## config.mk

```make
export PLATFORM = sky130hd
export DESIGN_NAME = inta_sequencer
export DESIGN_NICKNAME = d
export VERILOG_FILES = /design/src/rtl/inta_sequencer.sv
export SDC_FILE = /design/constraint.sdc
export NUM_CORES = 1
export LEC_CHECK = 0
export ABC_AREA = 1
export BUFFER_PORTS_ARGS = -buffer_cell sky130_fd_sc_hd__buf_4
export CAP_MARGIN = 20
export CORE_MARGIN = 2
export CORE_UTILIZATION = 40
export CTS_BUF_LIST = sky130_fd_sc_hd__clkbuf_2
export DETAILED_ROUTE_END_ITERATION = 10
export RECOVER_POWER = 100
export SYNTH_ARGS = -nofsm -noshare
export SYNTH_HDL_FRONTEND = slang
export SYNTH_SLANG_ARGS = --single-unit
```

## constraint.sdc

```tcl
create_clock -name clk -period 3.4 [get_ports clk]
set_clock_uncertainty 0.05 [all_clocks]
set_input_delay 0.34 -clock clk [delete_from_list [all_inputs] [get_ports clk]]
set_output_delay 0.34 -clock clk [all_outputs]
set_load 0.05 [all_outputs]
```

## src/rtl/inta_sequencer.sv

```systemverilog
// CPU-side interrupt sequencer: raises INT, runs the two-pulse 8086 INTA cycle,
// maintains the In-Service Register and drives the vector byte.
module inta_sequencer #(
    parameter int unsigned SPURIOUS_LEVEL = 7
) (
    input  logic       clk,
    input  logic       rst_n,
    input  logic [7:0] chosen_interrupt,
    input  logic       inta_n,
    input  logic [4:0] vector_base,
    input  logic       auto_eoi,
    input  logic       eoi,
    input  logic       specific_eoi,
    input  logic [2:0] eoi_level,
    output logic       int_out,
    output logic [7:0] isr,
    output logic [7:0] clear_irr,
    output logic [7:0] data_out,
    output logic       data_oe
);

    typedef enum logic [2:0] {IDLE, PENDING, ACK1, GAP, ACK2} state_t;

    state_t     state, state_nxt;
    logic       inta_prev;
    logic [2:0] level, level_nxt;
    logic       spurious, spurious_nxt;
    logic       int_nxt, oe_nxt;
    logic [7:0] isr_nxt, clear_nxt, dout_nxt;
    logic       fall, rise;
    logic [2:0] req_idx, isr_low;
    logic       req_any, eligible;

    assign fall = inta_prev & ~inta_n;
    assign rise = ~inta_prev & inta_n;

    // Scanning from bit 7 down lets the lowest set bit be the last write.
    always_comb begin
        req_idx = '0;
        isr_low = '0;
        for (int unsigned i = 0; i < 8; i++) begin
            if (chosen_interrupt[7-i]) req_idx = 3'(7 - i);
            if (isr[7-i])              isr_low = 3'(7 - i);
        end
        req_any  = |chosen_interrupt;
        eligible = req_any && ((isr == '0) || (req_idx < isr_low));
    end

    always_comb begin
        state_nxt    = state;
        level_nxt    = level;
        spurious_nxt = spurious;
        int_nxt      = int_out;
        clear_nxt    = '0;
        dout_nxt     = data_out;
        oe_nxt       = data_oe;
        isr_nxt      = isr;

        // EOI clears are applied before any set so a same-bit set wins.
        if (eoi) begin
            if (specific_eoi) isr_nxt[eoi_level] = 1'b0;
            else              isr_nxt = isr & (isr - 8'd1);
        end

        case (state)
            IDLE: begin
                if (eligible) begin
                    state_nxt = PENDING;
                    int_nxt   = 1'b1;
                end
            end
            PENDING: begin
                if (fall) begin
                    int_nxt   = 1'b0;
                    state_nxt = ACK1;
                    if (req_any) begin
                        level_nxt          = req_idx;
                        spurious_nxt       = 1'b0;
                        isr_nxt[req_idx]   = 1'b1;
                        clear_nxt[req_idx] = 1'b1;
                    end else begin
                        level_nxt    = 3'(SPURIOUS_LEVEL);
                        spurious_nxt = 1'b1;
                    end
                end
            end
            ACK1: begin
                if (rise) state_nxt = GAP;
            end
            GAP: begin
                if (fall) begin
                    dout_nxt  = {vector_base, level};
                    oe_nxt    = 1'b1;
                    state_nxt = ACK2;
                end
            end
            ACK2: begin
                if (rise) begin
                    oe_nxt = 1'b0;
                    if (auto_eoi && !spurious) isr_nxt[level] = 1'b0;
                    state_nxt = IDLE;
                end
            end
            default: state_nxt = IDLE;
        endcase
    end

    always_ff @(posedge clk or negedge rst_n) begin
        if (!rst_n) begin
            state     <= IDLE;
            inta_prev <= 1'b1;
            level     <= '0;
            spurious  <= 1'b0;
            int_out   <= 1'b0;
            isr       <= '0;
            clear_irr <= '0;
            data_out  <= '0;
            data_oe   <= 1'b0;
        end else begin
            state     <= state_nxt;
            inta_prev <= inta_n;
            level     <= level_nxt;
            spurious  <= spurious_nxt;
            int_out   <= int_nxt;
            isr       <= isr_nxt;
            clear_irr <= clear_nxt;
            data_out  <= dout_nxt;
            data_oe   <= oe_nxt;
        end
    end

endmodule

```

==> results of run 1 <==
[registers in the layout, summed over array words and instances, names as in the netlist]
signal and flops:
inta_prev 1, int_out 1, spurious 1, data_oe 1, state 3, level 3, isr 8, clear_irr 8
data_out 8
[power by group through the flow]
| stage | clock network, mW | registers, mW | logic (mW) |
|---|---|---|---|
| after floorplan | 0 | 0.822 | 0.344 |
| after global placement | 0 | 0.595 | 0.798 |
| after detailed placement | 0 | 0.598 | 0.804 |
| after CTS | 0.268 | 0.590 | 0.808 |
| after global routing | 0.284 | 0.603 | 0.806 |
| final | 0.261 | 0.588 | 0.724 |
[cells by family (layout without fill, tap and decap cells)]
| logic type | after synthesis | count (layout) | share of synthesized area (%) |
|---|---|---|---|
| simple gates | 116 | 116 | 28.8 |
| fa+ha+maj | 4 | 4 | 2.68 |
| mux | 5 | 5 | 3.02 |
| flops | 34 | 34 | 45.7 |
| compound gates | 32 | 32 | 10.8 |
| buf+inv | 44 | 100 | 9.05 |
[critical path, cell delays in order]
cell and delay, ns:
dlygate4sd3_1 0.53, clkbuf_1 0.12, nor2_1 0.14, inv_1 0.10
nor2_1 0.30, clkinvlp_2 0.43, nor2_4 0.20, inv_1 0.11
nor2_1 0.32, clkinv_1 0.14, o21ai_0 0.15
[placed cells by master, fill, tap and decap left out]
cell type,count
clkinv_2,2
a21oi_1,12
o21bai_1,1
o31ai_1,1
buf_4,19
dfrtp_1,33
nor3_1,7
clkinv_1,1
inv_2,2
a22oi_1,2
nor2_4,2
mux2_2,5
bufinv_16,1
nand4_1,2
nand3_1,8
dfstp_2,1
nand2_2,1
a31o_2,2
nor4_1,4
nand2_1,60
clkbuf_1,28
o32ai_1,3
nor2_2,3
clkbuf_2,5
a32o_1,1
nand2_4,1
dlygate4sd3_1,2
nor2_1,28
ha_1,4
clkinvlp_2,1
inv_1,39
o211ai_1,1
o21ai_0,9
[through the flow]
stage	instances	hold slack (ns)
detailed placement	333	0.268
floorplan	235	-0.00559
CTS	343	0.0944
global placement	333	0.269
global route	343	0.0859
finish	343	0.120
[timing repair]
action | 4_1_cts | 5_1_grt
resized for setup | 0 | 0
hold buffers | 2 | 0
endpoints found under the hold margin | 34 | 0
[metal layers]
metal | routed length (um) | vias up | track usage, %
met1 | 2130 | 772 | 25.9
met5 | 0 | - | 0
met4 | 114 | 0 | 8.81
met2 | 2020 | 40 | 29.5
met3 | 228 | 13 | 3.89
li1 | - | 864 | -
[worst paths after layout]
path / slack [ns] / startpoint / to / cells after the start
min in group asynchronous: 0.89 / rst_n / data_out[1] / 2
max in group asynchronous: 1.39 / rst_n / spurious / 2
setup reg to reg: 0.81 / inta_prev / isr[2] / 10
hold / removal: 0.12 / chosen_interrupt[0] / clear_irr[1] / 2
hold reg to reg: 0.46 / data_oe / data_oe / 2
setup / recovery: 0.77 / inta_n / isr[2] / 11
[layout make-up]
cell class                 instances  area (sq um)
clock buffer                       5          25.0
multi-input combinational        157           805
tap                               52          65.1
timing repair buffer              49           268
sequential                        34           852
fill                             484          2200
inverter                          43           163
clock inverter                     3          40.0
[Yosys cell counts]
library cell  number  area (sq um)
ha_1               4          50.1
o21bai_1           1          7.51
nor3_1             6          30.0
dfrtp_1           33           826
o21ai_0            8          40.0
a21oi_1           12          60.1
nor2_1            26          97.6
nor2_8             1          20.0
a22oi_2            1          12.5
a32o_1             1          10.0
a22oi_1            1          7.51
o31ai_1            1          7.51
inv_1             37           139
nor2_2             3          18.8
buf_2              1          5.00
nor3_4             1          16.3
nand2_1           60           225
nand3_1            8          40.0
nand2_2            1          6.26
dfstp_2            1          26.3
nand2_4            1          11.3
a31o_2             2          17.5
o211ai_1           1          7.51
nand4_1            2          12.5
o32ai_1            3          26.3
inv_2              5          18.8
mux2_2             5          56.3
o21ai_1            1          5.00
nor4_1             4          25.0
inv_4              1          6.26
nor2_4             3          33.8
==> results.cfg, run 1 <==
[detailed_routing]
drt-total-wl_mm = 4.49
drc = 0
vias = 1689
ant_nets = 0
drt-initial-drc-count = 90
avgRoutedWirePerCell_um = 13.1
vias_per_cell = 4.92
drtPass1Iterations = 4

[place]
dpl_worst_slack_ns = 1.35
dpl.hpwl_mm = 3.57
io_buffer_count = 47
place.gp.congestion = 0.866
place_area_sq_mm = 0.00228

[cts]
htree_levels = 2
path_clk_slew_ns = 0.17
ctsLongestPathBuffers = 2
numCtsBuffers = 5
cts-root-buf = clkbuf_2
postCtsSetupBuffers = 0
tritoncts = done
insertion_delay_ns = 0.38
cts_sinks = 34

[power_and_ir_drop]
switching_share_pct = 47.1
p_clk_share_pct = 16.6
combinationalPowerShare_pct = 46.0
powerDensity_mw_per_mm2 = 709
p_int_mw = 0.832
power.switching_mw = 0.741
power.leakage_nw = 1.10
power_frac_seq_pct = 37.4
ir_drop_uv = 478
p_total_mw = 1.57

[hold_path]
hold_class = in -> reg

[layout]
post-route-cell-area_sq_mm = 0.00222
drive_gt1_share_pct = 15.5
area_growth_pct = 18.8
fin_util_pct = 50.2
diodes = 0
nets = 316

[die]
die_area_sq_mm = 0.00523
dieHeight_um = 72.3
rows = 24
core_sq_mm = 0.00441
io_pins = 48
initial_utilization_pct = 42.3
dieWidth_um = 72.3

[worst_setup_path]
startpoint_type = input port
arrival_ns = 2.89
critical_path_class = in -> reg
crit_required_ns = 3.66
endpoint_kind = flop
critPathMaxFanout = 8

[sta]
hold_viol_final = 0
rsz0062_at_grt = no
final_max_slew_viol_count = 35
tightest_slew_ns = 1.77
period_minus_slack_ns = 2.63
fin_crit_sh_pct = 77.4
clock.fmax_ghz = 0.380
slew_headroom_pct = -18.2
setup_violations = 0
fin_setup_tns_ns = 0
worst_slack_ns = 0.768

[flow_run]
drv_cap = 1

[synthesis]
syn_avg_cell_area_sq_um = 7.94
synth_seq_cells = 34
synth_area_sq_mm = 0.00187
ys_seq_area_share_pct = 45.7
yosys.cell_types.count = 31
syn-num-nets = 261
syn_inst = 235
ys_warn_count = 0

[global_route]
grt_max_degree = 35
grt_pass1_wl_mm = 7.71
grt_pass1_vias = 1710
grtUsageTotal_pct = 19.1
antenna_found_initial = 0
gr-total-overflow = 0

[status]
violations = max-capacitance violations, max-slew violations
status = finished, violations left
Power figures use the tool's default switching activity.
==> run 2: changes to the inputs <==
==> constraint.sdc (replaced) <==
create_clock -name clk -period 2.47 [get_ports clk]
set_clock_uncertainty 0.05 [all_clocks]
set_input_delay 0.247 -clock clk [delete_from_list [all_inputs] [get_ports clk]]
set_output_delay 0.247 -clock clk [all_outputs]
set_load 0.05 [all_outputs]
==> run 2 against run 1 <==
The flow now finishes without violations. Sequential power grew 38%. Final cell count up 0.29%. Combinational power up 37%. Critical path type unchanged. Largest cell class unchanged. Largest power group unchanged.
==> results.cfg, run 2 (synthesized netlist as in run 1, its figures left out) <==
[sta]
fin_crit_sh_pct = 86.6
hold_viol_final = 0
clock.fmax_ghz = 0.468
worst_slack_ns = 0.331
final_max_slew_viol_count = 0
slew_headroom_pct = 59.2
period_minus_slack_ns = 2.14
setup_violations = 0
tightest_slew_ns = 0.614
fin_setup_tns_ns = 0
rsz0062_at_grt = no

[cts]
numCtsBuffers = 5
cts_sinks = 34
ctsLongestPathBuffers = 2
path_clk_slew_ns = 0.17
cts-root-buf = clkbuf_2
tritoncts = done
insertion_delay_ns = 0.37
ctsResizeCount = 0
htree_levels = 2

[layout]
top_regs = clear_irr: 8 flops, data_out: 8 flops, isr: 8 flops
drive_gt1_share_pct = 14.0
diodes = 0
stdcell_count = 344
regArea_sq_um = 852
nets = 317
fillers = 468
area_growth_pct = 17.8
multiInputGateArea_sq_um = 802
final_common_cell = nand2_1
final_cell_mix = 60 x nand2_1, 40 x inv_1, 33 x dfrtp_1, 29 x nor2_1, 28 x clkbuf_1

[worst_setup_path]
r2r_setup_slack_ns = 0.38
worst_path_largest_cell_delay_ns = 0.54
reg2reg_depth = 9
crit_required_ns = 2.71
endpoint_kind = flop
crit_path_cell_trace = dlygate4sd3_1 -> clkbuf_1 -> nor2_1 -> inv_1 -> nor2_1 -> inv_1 -> a21oi_1 -> ha_1 -> a21oi_1 -> nand2_1 -> nand2_1 -> nand2_1 -> nand2_1 -> nand2_1 -> nand2_1 -> nand2_1
critPathMaxFanout = 4
slowest_stage = dlygate4sd3_1
critical-path-top-delay-family = buffers and inverters
critical_path_class = in -> reg
r2r-start = inta_prev
crit_path_frequent_cell = nand2_1
arrival_ns = 2.38
r2r_end = isr[3]
cp_num_buf_inv = 4
startpoint_type = input port

[power_and_ir_drop]
combinationalPowerShare_pct = 48.5
power.leakage_nw = 1.09
power_frac_seq_pct = 39.7
switching_share_pct = 49.2
power.switching_mw = 1.01
ir_drop_uv = 512
p_clk_share_pct = 11.9
p_int_mw = 1.04
powerDensity_mw_per_mm2 = 931

[hold_path]
whs_endpoint = data_out[6]
whs_path_depth = 2
hold_class = in -> reg
hp-start = vector_base[3]

[die]
die_area_sq_mm = 0.00523
dieWidth_um = 72.3
io_pins = 48
core_sq_mm = 0.00441
rows = 24
initial_utilization_pct = 42.3
dieHeight_um = 72.3

[detailed_routing]
ant_nets = 0
avgRoutedWirePerCell_um = 13.0
vias_per_cell = 5.02
drc = 0
drt-total-wl_mm = 4.46
drt-initial-drc-count = 106
drtPass1Iterations = 5
vias = 1728

[place]
io_buffer_count = 47
place_inst = 333
place.gp.congestion = 0.893
dpl.hpwl_mm = 3.49
dpl_worst_slack_ns = 0.412

[global_route]
antenna_found_initial = 0
grt_max_degree = 35
grt_pass1_wl_mm = 7.60
grt_pass1_vias = 1641
grtUsageTotal_pct = 19.1
gr-total-overflow = 0

[flow_run]
drv_cap = 0

[status]
status = finished clean
==> run 2: worst max path at each step <==
| stage | cells past startpoint | start | slack, ns | to |
|---|---|---|---|---|
| CTS | 11 | isr[3] | 0.42 | state[1] |
| floorplan | 11 | isr[3] | 0.42 | state[1] |
| finish | 16 | chosen_interrupt[0] | 0.33 | state[1] |
| global placement | 11 | isr[3] | 0.54 | state[1] |
| detailed placement | 11 | isr[3] | 0.41 | state[1] |
| global route | 9 | inta_prev | 0.14 | isr[3] |
==> run 2: cell type report <==
| class | instances | share of cell area, % |
|---|---|---|
| flip-flops and latches | 34 | 38.8 |
| clock buffers | 5 | 1.14 |
| inverters | 43 | 7.46 |
| repair buffers | 50 | 12.6 |
| well taps | 52 | 2.96 |
| multi-input cells | 157 | 36.5 |
| clock inverters | 3 | 0.513 |
==> run 2: metal layers <==
| metal | global-route usage, % | share of wire [%] | vias to the layer above |
|---|---|---|---|
| li1 | - | - | 865 |
| met1 | 26.3 | 47 | 795 |
| met2 | 28.8 | 43 | 59 |
| met3 | 5.69 | 7.5 | 9 |
| met4 | 6.71 | 2.2 | 0 |
| met5 | 0 | 0 | - |
==> run 2: power by group through the flow <==
| stage | registers, mW | clock network (mW) | logic, mW |
|---|---|---|---|
| floorplan | 1.13 | 0 | 0.474 |
| CTS | 0.812 | 0.252 | 1.10 |
| global route | 0.834 | 0.283 | 1.10 |
| detailed placement | 0.820 | 0 | 1.10 |
| global placement | 0.818 | 0 | 1.10 |
| finish | 0.812 | 0.243 | 0.992 |
==> run 2: repair_timing <==
| action | CTS | global route |
|---|---|---|
| setup endpoints to repair | 0 | 0 |
| hold buffers | 2 | 1 |
| hold endpoints to repair | 34 | 1 |
| setup buffers | 0 | 0 |
==> run 2: worst register-to-register path, cell delays in order, from the launching register on <==
cell	delay, ns
dfstp_2	0.55
inv_1	0.04
nor2_1	0.12
inv_1	0.10
nor2_1	0.34
inv_4	0.12
nor2_1	0.17
inv_1	0.15
nor3_1	0.26
o21bai_1	0.15
==> run 2: stage by stage <==
stage	instance area, sq um	util [%]	total power, mW	hold slack (ns)
detailed placement	2280	51.6	1.92	0.172
global route	2200	49.8	2.22	0.0107
finish	2200	49.8	2.05	0.0430
CTS	2330	52.9	2.17	0.0222
floorplan	1870	-	1.61	-0.0986
global placement	2280	51.6	1.91	0.178
==> run 3: changes to the inputs <==
--- a/config.mk
+++ b/config.mk
@@ -6,12 +6,17 @@
 export NUM_CORES = 1
 export LEC_CHECK = 0
 export ABC_AREA = 1
+export ABC_CLOCK_PERIOD_IN_PS = 2470
 export BUFFER_PORTS_ARGS = -buffer_cell sky130_fd_sc_hd__buf_4
 export CAP_MARGIN = 20
+export CELL_PAD_IN_SITES_DETAIL_PLACEMENT = 0
+export CELL_PAD_IN_SITES_GLOBAL_PLACEMENT = 1
 export CORE_MARGIN = 2
-export CORE_UTILIZATION = 40
+export CORE_UTILIZATION = 39
 export CTS_BUF_LIST = sky130_fd_sc_hd__clkbuf_2
 export DETAILED_ROUTE_END_ITERATION = 10
+export GPL_ROUTABILITY_DRIVEN = 1
+export PLACE_DENSITY_LB_ADDON = 0.1
 export RECOVER_POWER = 100
 export SYNTH_ARGS = -nofsm -noshare
 export SYNTH_HDL_FRONTEND = slang
==> run 3 against run 2 <==
Maximum frequency shrank 2.4%. Via count shrank 1.6%. Flip-flop and latch count is the same. Register-to-register slack lost 0.10 ns. First-iteration DRC count shrank 4.7%. Final cell count grew 1.7%. Worst setup slack lost 0.052 ns. Cell area grew 1.7%. Core utilization shrank 1.9 points. Power grew 0.20%.
==> results.cfg, run 3 (synthesized netlist as in run 1, its figures left out) <==
[worst_setup_path]
startpoint_type = flop
critical-path-top-delay-family = simple AND/OR/NAND/NOR gates
crit_path_frequent_cell = nor2_1
crit_required_ns = 2.72
arrival_ns = 2.44
worst_path_largest_cell_delay_ns = 0.55
slowest_stage = dfstp_2
endpoint_kind = flop
cp_num_buf_inv = 5
critPathMaxFanout = 8
critical_path_class = reg -> reg
crit_path_cell_trace = inv_1 -> nor2_1 -> inv_1 -> nor2_1 -> inv_4 -> nor2_1 -> inv_1 -> nor2_1 -> inv_2 -> o21ai_1

[sta]
final_max_slew_viol_count = 0
period_minus_slack_ns = 2.19
fin_crit_sh_pct = 88.7
slew_headroom_pct = 42.4
rsz0062_at_grt = no
tightest_slew_ns = 0.864
setup_violations = 0
clock.fmax_ghz = 0.457
fin_setup_tns_ns = 0
hold_viol_final = 0

[cts]
ctsLongestPathBuffers = 2
cts_sinks = 34
insertion_delay_ns = 0.35
path_clk_slew_ns = 0.17
cts-root-buf = clkbuf_2
numCtsBuffers = 5
postCtsSetupBuffers = 0
htree_levels = 2
tritoncts = done

[layout]
fillers = 517
final_common_cell = nand2_1
nets = 321
post-route-cell-area_sq_mm = 0.00223
top_regs = clear_irr: 8 flops, data_out: 8 flops, isr: 8 flops
regArea_sq_um = 852
multiInputGateArea_sq_um = 795
stdcell_count = 350
diodes = 0
area_growth_pct = 19.7
drive_gt1_share_pct = 14.5
final_cell_mix = 60 x nand2_1, 40 x inv_1, 33 x dfrtp_1, 30 x nor2_1, 28 x clkbuf_1
fin_util_pct = 47.9

[die]
core_sq_mm = 0.00466
dieWidth_um = 73.2
io_pins = 48
die_area_sq_mm = 0.00535
dieHeight_um = 73.2
rows = 25
initial_utilization_pct = 40.0

[detailed_routing]
drtPass1Iterations = 4
avgRoutedWirePerCell_um = 13.0
vias_per_cell = 4.86
drt-initial-drc-count = 101
vias = 1700
ant_nets = 0
drc = 0
drt-total-wl_mm = 4.54

[place]
place.gp.congestion = 0.896
place_area_sq_mm = 0.00228
io_buffer_count = 47
place_inst = 335
dpl.hpwl_mm = 3.53

[global_route]
grt_pass1_vias = 1617
grtUsageTotal_pct = 18.3
grt_max_degree = 35
grt_pass1_wl_mm = 7.45
gr-total-overflow = 0
antenna_found_initial = 0

[power_and_ir_drop]
powerDensity_mw_per_mm2 = 918
ir_drop_uv = 386
power.leakage_nw = 1.12

[hold_path]
hold_class = in -> reg

[flow_run]
drv_cap = 0

[status]
status = finished clean
==> run 3: final cells by class <==
| class | instances | share of cell area, % |
|---|---|---|
| clock inverters | 2 | 0.448 |
| well taps | 54 | 3.03 |
| multi-input cells | 157 | 35.6 |
| clock buffers | 6 | 1.34 |
| repair buffers | 54 | 14.1 |
| flip-flops and latches | 34 | 38.2 |
| inverters | 43 | 7.34 |
==> run 3: per-layer routing <==
metal / routed length (um) / global-route usage, % / share of wire (%)
met2: 2140 / 28.5 / 47
met1: 2160 / 25.7 / 48
met5: 0 / 0 / 0
met4: 26 / 4.94 / 0.57
met3: 213 / 4.01 / 4.7
==> run 3: report_power, final <==
group	leakage (nW)	internal (mW)	total [mW]	switching [mW]
clock network	0.0327	0.0713	0.256	0.185
logic	0.646	0.278	0.995	0.717
registers	0.436	0.702	0.799	0.0973
==> run 3: metrics by stage <==
stage	hold slack, ns	setup slack [ns]	total power, mW
after floorplan	-0.0986	0.416	1.61
after global placement	0.176	0.508	1.92
after detailed placement	0.180	0.429	1.92
after global routing	0.00586	0.0826	2.23
after CTS	0.0270	0.394	2.18
final	0.0700	0.280	2.05
==> run 3: final timing paths <==
path / from / slack, ns / end / depth (start not counted)
max: inta_prev / 0.28 / isr[2] / 10
min: vector_base[1] / 0.07 / data_out[4] / 2
max reg2reg: inta_prev / 0.28 / isr[2] / 10
min reg2reg: data_oe / 0.45 / data_oe / 2
max in group asynchronous: rst_n / 1.37 / isr[0] / 2
min in group asynchronous: rst_n / 0.46 / isr[4] / 2
==> run 3: repair_timing <==
action,in CTS,in global routing
gates resized for setup,0,0
hold endpoints to repair,35,4
hold buffers,3,4
